[src/rtl/execution_stage.sv]
// Execute stage of the in-order MIPS-style core: operand select, ALU, destination
// select and PC-relative branch target, all registered into the EX/MEM register.
module execution_stage #(
  parameter int INST_MEM_WIDTH = 2
) (
  input  logic                      clk,
  input  logic                      rstn,
  input  logic                      RegWrite,
  input  logic [1:0]                MemtoReg,
  input  logic [1:0]                ALUSrcs,
  input  logic                      ALUSrcs2,
  input  logic [3:0]                ALUOp,
  input  logic [1:0]                RegDist,
  input  logic [1:0]                Branch,
  input  logic                      MemWrite,
  input  logic                      MemRead,
  input  logic                      UARTtoReg,
  input  logic                      RegtoUART,
  input  logic [31:0]               op1_sub,
  input  logic [31:0]               op2_sub,
  input  logic [4:0]                rt,
  input  logic [4:0]                rd,
  input  logic [4:0]                sa,
  input  logic [15:0]               immediate,
  input  logic [25:0]               inst_index,
  input  logic [INST_MEM_WIDTH-1:0] pc,
  input  logic [INST_MEM_WIDTH-1:0] pc1,
  output logic                      RegWrite_next,
  output logic [1:0]                MemtoReg_next,
  output logic [1:0]                Branch_next,
  output logic                      MemWrite_next,
  output logic                      MemRead_next,
  output logic                      UARTtoReg_next,
  output logic [31:0]               register_data,
  output logic [31:0]               alu_result,
  output logic [4:0]                rdist,
  output logic [25:0]               inst_index_next,
  output logic [INST_MEM_WIDTH-1:0] pc_next,
  output logic [INST_MEM_WIDTH-1:0] pc1_next,
  output logic [INST_MEM_WIDTH-1:0] pc2
);

  logic [31:0]               imm_sext_s;
  logic [31:0]               imm_zext_s;
  logic [31:0]               op_a_s;
  logic [31:0]               op_b_s;
  logic [31:0]               alu_d;
  logic [4:0]                rdist_d;
  logic [31:0]               reg_data_d;
  logic [31:0]               pc_sum_s;
  logic [INST_MEM_WIDTH-1:0] pc2_d;

  assign imm_sext_s = {{16{immediate[15]}}, immediate};
  assign imm_zext_s = {16'h0000, immediate};

  // Operand selection
  always_comb begin
    op_a_s = op2_sub;
    if (ALUSrcs2) begin
      op_a_s = op1_sub;
    end else begin
      op_a_s = op2_sub;
    end
    case (ALUSrcs)
      2'b00:   op_b_s = op2_sub;
      2'b01:   op_b_s = imm_sext_s;
      2'b10:   op_b_s = imm_zext_s;
      2'b11:   op_b_s = {27'd0, sa};
      default: op_b_s = 32'd0;
    endcase
  end

  // ALU; unused opcodes deliberately yield zero
  always_comb begin
    case (ALUOp)
      4'b0000: alu_d = op_a_s & op_b_s;
      4'b0001: alu_d = op_a_s | op_b_s;
      4'b0010: alu_d = op_a_s ^ op_b_s;
      4'b0011: alu_d = op_a_s + op_b_s;
      4'b0100: alu_d = op_a_s - op_b_s;
      4'b0101: alu_d = ($signed(op_a_s) < $signed(op_b_s)) ? 32'd1 : 32'd0;
      4'b0110: alu_d = (op_a_s < op_b_s) ? 32'd1 : 32'd0;
      4'b0111: alu_d = op_a_s << op_b_s[4:0];
      4'b1000: alu_d = op_a_s >> op_b_s[4:0];
      4'b1001: alu_d = $unsigned($signed(op_a_s) >>> op_b_s[4:0]);
      4'b1010: alu_d = ~(op_a_s | op_b_s);
      4'b1011: alu_d = {op_b_s[15:0], 16'h0000};
      default: alu_d = 32'd0;
    endcase
  end

  // Destination register, store data and branch target
  always_comb begin
    case (RegDist)
      2'b00:   rdist_d = rd;
      2'b01:   rdist_d = rt;
      2'b10:   rdist_d = 5'd31;
      2'b11:   rdist_d = 5'd0;
      default: rdist_d = 5'd0;
    endcase
    if (RegtoUART) begin
      reg_data_d = op1_sub;
    end else begin
      reg_data_d = op2_sub;
    end
  end

  assign pc_sum_s = {{(32-INST_MEM_WIDTH){1'b0}}, pc1} + imm_sext_s;
  assign pc2_d    = pc_sum_s[INST_MEM_WIDTH-1:0];

  // EX/MEM pipeline register
  always_ff @(posedge clk or negedge rstn) begin
    if (!rstn) begin
      RegWrite_next   <= 1'b0;
      MemtoReg_next   <= 2'b00;
      Branch_next     <= 2'b00;
      MemWrite_next   <= 1'b0;
      MemRead_next    <= 1'b0;
      UARTtoReg_next  <= 1'b0;
      register_data   <= 32'd0;
      alu_result      <= 32'd0;
      rdist           <= 5'd0;
      inst_index_next <= 26'd0;
      pc_next         <= {INST_MEM_WIDTH{1'b0}};
      pc1_next        <= {INST_MEM_WIDTH{1'b0}};
      pc2             <= {INST_MEM_WIDTH{1'b0}};
    end else begin
      RegWrite_next   <= RegWrite;
      MemtoReg_next   <= MemtoReg;
      Branch_next     <= Branch;
      MemWrite_next   <= MemWrite;
      MemRead_next    <= MemRead;
      UARTtoReg_next  <= UARTtoReg;
      register_data   <= reg_data_d;
      alu_result      <= alu_d;
      rdist           <= rdist_d;
      inst_index_next <= inst_index;
      pc_next         <= pc;
      pc1_next        <= pc1;
      pc2             <= pc2_d;
    end
  end

endmodule

[config.mk]
export PLATFORM = sky130hd
export DESIGN_NAME = execution_stage
export DESIGN_NICKNAME = d
export VERILOG_FILES = /design/src/rtl/execution_stage.sv
export SDC_FILE = /design/constraint.sdc
export NUM_CORES = 1
export LEC_CHECK = 0
export CAP_MARGIN = 20
export CORE_UTILIZATION = 58
export DETAILED_ROUTE_END_ITERATION = 12
export PLACE_DENSITY = 0.93
export RECOVER_POWER = 25
export SYNTH_ARGS = -nofsm -noshare
export SYNTH_HDL_FRONTEND = slang
export SYNTH_SLANG_ARGS = --single-unit
[constraint.sdc]
create_clock -name clk -period 1.4 [get_ports clk]
set_clock_uncertainty 0.1 [all_clocks]
set_input_delay 0.28 -clock clk [delete_from_list [all_inputs] [get_ports clk]]
set_output_delay 0.28 -clock clk [all_outputs]
set_load 0.02 [all_outputs]
==> results of run 1 <==
## through the flow
step	cell area (um^2)	hold slack [ns]	TNS (ns)
detailed placement	19600	0.0670	-110.64
global placement	19600	0.0625	-92.02
floorplan	13300	-0.116	-64.49
## kinds of logic after synthesis
logic type | after synthesis | synth area share, %
AO/OA/AOI/OAI | 575 | 29.3
AND/OR/NAND/NOR | 466 | 15.6
buffers and inverters | 226 | 8.40
multiplexers | 186 | 15.1
flip-flops | 109 | 21.0
adder cells (fa/ha/maj) | 100 | 9.76
XOR/XNOR | 13 | 0.878
==> results by group, run 1 <==
Run status
  • Status: aborted with a tool error
  • Failed at: clock tree synthesis (4_1_cts)
  • Log Error: [ERROR DPL-0033] detailed placement checks failed during check placement.

Clocking
  • Post-CTS Hold Buffers: 1
  • Num CTS Buffers: 9
  • Setup Buffers After CTS: 51
  • H-tree Lvls: 3
  • Clock root cell: clkbuf_16
  • Clock sinks: 109
  • Clock buffer depth: 2
  • Resized Gates After CTS: 680

Synthesis
  • Top cells by area, synth: dfrtp_1 (21%), mux2i_1 (11%), ha_1 (9.5%), a21oi_1 (5.2%), nand2_1 (5.2%)
  • Synthesized net count: 1920
  • Commonest cells in the netlist: nand2_1 (180), nor2_1 (158), mux2i_1 (139)
  • Main synth FF type: dfrtp_1
  • Post-synthesis cell type count: roughly 90
  • Async set-reset flop share out of synthesis: 100%
  • Cell with the most instances after synthesis: nand2_1
  • Syn. warnings: 0
  • Seq/Total Area, Yosys: a little over a fifth
  • Cell count after synthesis: 1675
  • Flops & latches, synth: 109
  • Area leader, netlist: dfrtp_1
  • Share of the synthesized area in the top cell type: 21.0%
  • Mapped cell area: 0.0130 mm^2
  • Number of flops mapped to enable cells by yosys: 0
  • Mapped Avg Cell Area: 7.74 um^2

Placed design
  • Final HPWL DP: just under 70 mm
  • PortBufs: 253
  • Final GP Congestion: 1.42
  • Placement Setup Slack: -3.82 ns
  • Placed cell count: 2631

Floorplan
  • Die width: 152 um
  • Starting density of the core: around three fifths
  • Die span in y: 152 um
  • Cell Rows: 54
  • Io pins: 254
==> run 2: changes to the inputs <==
--- a/config.mk
+++ b/config.mk
@@ -6,9 +6,9 @@
 export NUM_CORES = 1
 export LEC_CHECK = 0
 export CAP_MARGIN = 20
-export CORE_UTILIZATION = 58
+export CORE_UTILIZATION = 40
 export DETAILED_ROUTE_END_ITERATION = 12
-export PLACE_DENSITY = 0.93
+export PLACE_DENSITY_LB_ADDON = 0.15
 export RECOVER_POWER = 25
 export SYNTH_ARGS = -nofsm -noshare
 export SYNTH_HDL_FRONTEND = slang
==> run 2 against run 1 <==
  * The flow now finishes, with violations (negative setup slack)
  * Synthesized area is the same
  * Synthesized cell count did not move
==> results by group, run 2 <==
Run status
  • Status: finished, violations left
  • Violated checks: negative setup slack

Power
  • Clk pwr share: 15.2%
  • Logic pwr share: around 66%
  • Sequential share of power: 19.3%
  • Sw Pwr: approximately 8300 uW
  • Cell Pwr Density: 853 mW/mm^2
  • Peak supply drop: 0.000649 V
  • P_leak: 0.0101 uW
  • Internal: ~10000 uW
  • Switching share of power: 44.9%

Route
  • Routed Wire Length: approximately 76 mm
  • Routed length per placed instance: ~26 um
  • Initial drt markers: 1859
  • Via/cell ratio: just over 6
  • Via count: around 17000
  • Pre-antenna DRT Iters: 6
  • DRC Markers: 0
  • Routed Antenna Nets: 0

Clocking
  • CTS tree: built
  • Num CTS Buffers: 9
  • Clock buffer depth: 2
  • Clock sinks: 109
  • H-tree Lvls: 3
  • Clock root cell: clkbuf_16
  • Worst-path clk slew: 0.10 ns

Timing
  • Max-slew violations: 0
  • Tmin final: ~3.6 ns
  • TNS Setup: -62.47 ns
  • Slew headroom: a little under two fifths
  • Hold slack final: 0.102 ns
  • Tcrit/Tclk final: 259%
  • Final worst slack: -2.23 ns
  • Setup Viol. Count Final: 32
  • Worst-margin pin slew: 0.924 ns
  • Fin. Hold Viols: 0
  • Unrepaired setup endpoints after global routing: true
  • Maximum clock rate: 276 MHz

Cells and area
  • Area growth syn-to-layout: 67.8%
  • Final Instance Count excl. Fillers: 2861
  • Share of cells above drive strength 1: 43.1%
  • Most frequent cells in the layout: buf_4 (593), nand2_1 (176), nor2_1 (152)
  • Fillers: 2575
  • N_diodes: 0
  • Final Net Count: 2699
  • Top flop regs: alu_result: 32 flops, register_data: 32 flops, inst_index_next: 26 flops
  • Most common cell after layout, fill and taps aside: buf_4

Synthesis
  • Async set-reset flop share out of synthesis: 100%
  • Flops & latches, synth: 109
  • Mapped cell area: 0.0130 mm^2
  • Share of the synthesized area in the top cell type: 21.0%
  • Syn. warnings: 0
  • Seq/Total Area, Yosys: around a fifth
  • Top cells by area, synth: dfrtp_1 (21%), mux2i_1 (11%), ha_1 (9.5%), a21oi_1 (5.2%), nand2_1 (5.2%)
  • Commonest cells in the netlist: nand2_1 (180), nor2_1 (158), mux2i_1 (139)
  • Post-synthesis cell type count: 88
  • Area leader, netlist: dfrtp_1
  • Cell count after synthesis: about 1700
  • Main synth FF type: dfrtp_1
  • Synthesized net count: 1920
  • Cell with the most instances after synthesis: nand2_1
  • Mapped Avg Cell Area: 7.74 um^2
  • Number of flops mapped to enable cells by yosys: 0

Floorplan
  • Cell Rows: 65
  • Starting density of the core: between 40% and 50%
  • Io pins: 254
  • Die footprint: 0.0332 mm^2
  • Die width: 182 um
  • Core Box Area: 0.0317 mm^2
  • Die span in y: 182 um

Global routing
  • Vias in the first global route: about 17000
  • Number of antenna violations at the first check in global routing: 0
  • Gr usage total: 44.2%
  • Total gr overflow: 0
  • First-pass GRT wire length: 108 mm
  • Pin count of the biggest net entering global routing: roughly 70

Flow run
  • Number of max-cap violations: 0

Placed design
  • Final HPWL DP: 59.0 mm
  • Final GP Congestion: 1.12
  • Placed cell count: 2799
  • PortBufs: between 200 and 300

Worst setup path
  • Crit Path Class: in2reg
  • Arrival @ worst endpoint: about 3.8 ns
  • Critical path capture point type: flip-flop
  • Type of origin of the critical path: input port
  • Crit path required time: 1.59 ns
  • Critical path peak fanout: 7

Worst hold path
  • Worst hold path depth: 2
  • HP Start: op1_sub[10]
  • Hold path endpoint: register_data[10]
  • Worst Hold Class: in2reg
[run 2: through the flow]
stage / setup slack, ns / instance area [um^2] / util, % / total power, uW
3_5_place_dp: -3.25 / 20100 / 63.5 / 14300
2_1_floorplan: -2.72 / 13300 / - / 8740
5_1_grt: -2.29 / 21800 / 68.6 / 19200
4_1_cts: -2.17 / 21400 / 67.4 / 17800
6_report: -2.23 / 21800 / 68.6 / 18600
3_3_place_gp: -3.20 / 20100 / 63.5 / 14200
[run 2: per-layer routing]
metal | wire length [um] | vias to the layer above | global-route usage (%)
met5 | 0 | - | 0
met2 | 32500 | 1177 | 67.5
met1 | 30500 | 8467 | 58.6
met4 | 3150 | 0 | 17.6
li1 | - | 7674 | -
met3 | 9370 | 172 | 12.6
[run 2: kinds of logic after synthesis]
| kind of cell | Yosys count | synth area share, % |
|---|---|---|
| simple gates | 466 | 15.6 |
| mux | 186 | 15.1 |
| flops | 109 | 21.0 |
| fa+ha+maj | 100 | 9.76 |
| xor+xnor | 13 | 0.878 |
| compound gates | 575 | 29.3 |
| buf+inv | 226 | 8.40 |
[run 2: worst max-delay path, cell delays in order]
cell,delay [ns]
buf_12,0.10
buf_12,0.14
mux2i_4,0.19
mux2i_4,0.27
ha_4,0.19
inv_2,0.04
fa_2,0.33
and2b_2,0.27
o2111ai_4,0.12
a21oi_2,0.20
o221a_4,0.24
or3b_4,0.41
a311oi_4,0.28
a31oi_1,0.16
mux2i_1,0.14
a221oi_1,0.32
o31ai_1,0.12
[run 2: layout make-up]
cell class / count / area, um^2 / area share [%]
clock buffers: 9 / 225 / 1.03
clock inverters: 7 / 85.1 / 0.391
inverters: 101 / 388 / 1.78
multi-input cells: 1340 / 10600 / 48.7
flip-flops and latches: 109 / 2730 / 12.5
well taps: 402 / 503 / 2.31
repair buffers: 893 / 7230 / 33.2
[run 2: power groups by stage]
| stage | registers [uW] | logic [uW] | clock network (uW) |
|---|---|---|---|
| after floorplan | 4080 | 4660 | 0 |
| after global placement | 3650 | 10600 | 0 |
| after detailed placement | 3660 | 10600 | 0 |
| after CTS | 3590 | 11300 | 2860 |
| after global routing | 3610 | 12600 | 2950 |
| final | 3590 | 12200 | 2820 |
[run 2: worst max-delay path by stage]
| stage | from | end | slack [ns] | depth (start not counted) |
|---|---|---|---|---|
| 6_report | ALUSrcs[1] | alu_result[30] | -2.23 | 17 |
| 5_1_grt | ALUSrcs[1] | alu_result[31] | -2.29 | 17 |
| 4_1_cts | ALUSrcs[1] | alu_result[30] | -2.17 | 17 |
| 3_5_place_dp | ALUSrcs[1] | alu_result[30] | -3.25 | 17 |
| 3_3_place_gp | ALUSrcs[1] | alu_result[30] | -3.20 | 17 |
| 2_1_floorplan | ALUSrcs[1] | alu_result[30] | -2.72 | 19 |
[run 2: timing repair]
| item | 4_1_cts | 5_1_grt |
|---|---|---|
| hold buffers | 1 | 0 |
| pin swaps | 71 | 64 |
| cloned | 2 | 0 |
| buffers inserted | 30 | 23 |
| endpoints found under the setup margin | 140 | 54 |
| endpoints found under the hold margin | 74 | 0 |
| gates resized for setup | 630 | 126 |
No activity file was read; power rests on OpenSTA's default activity.
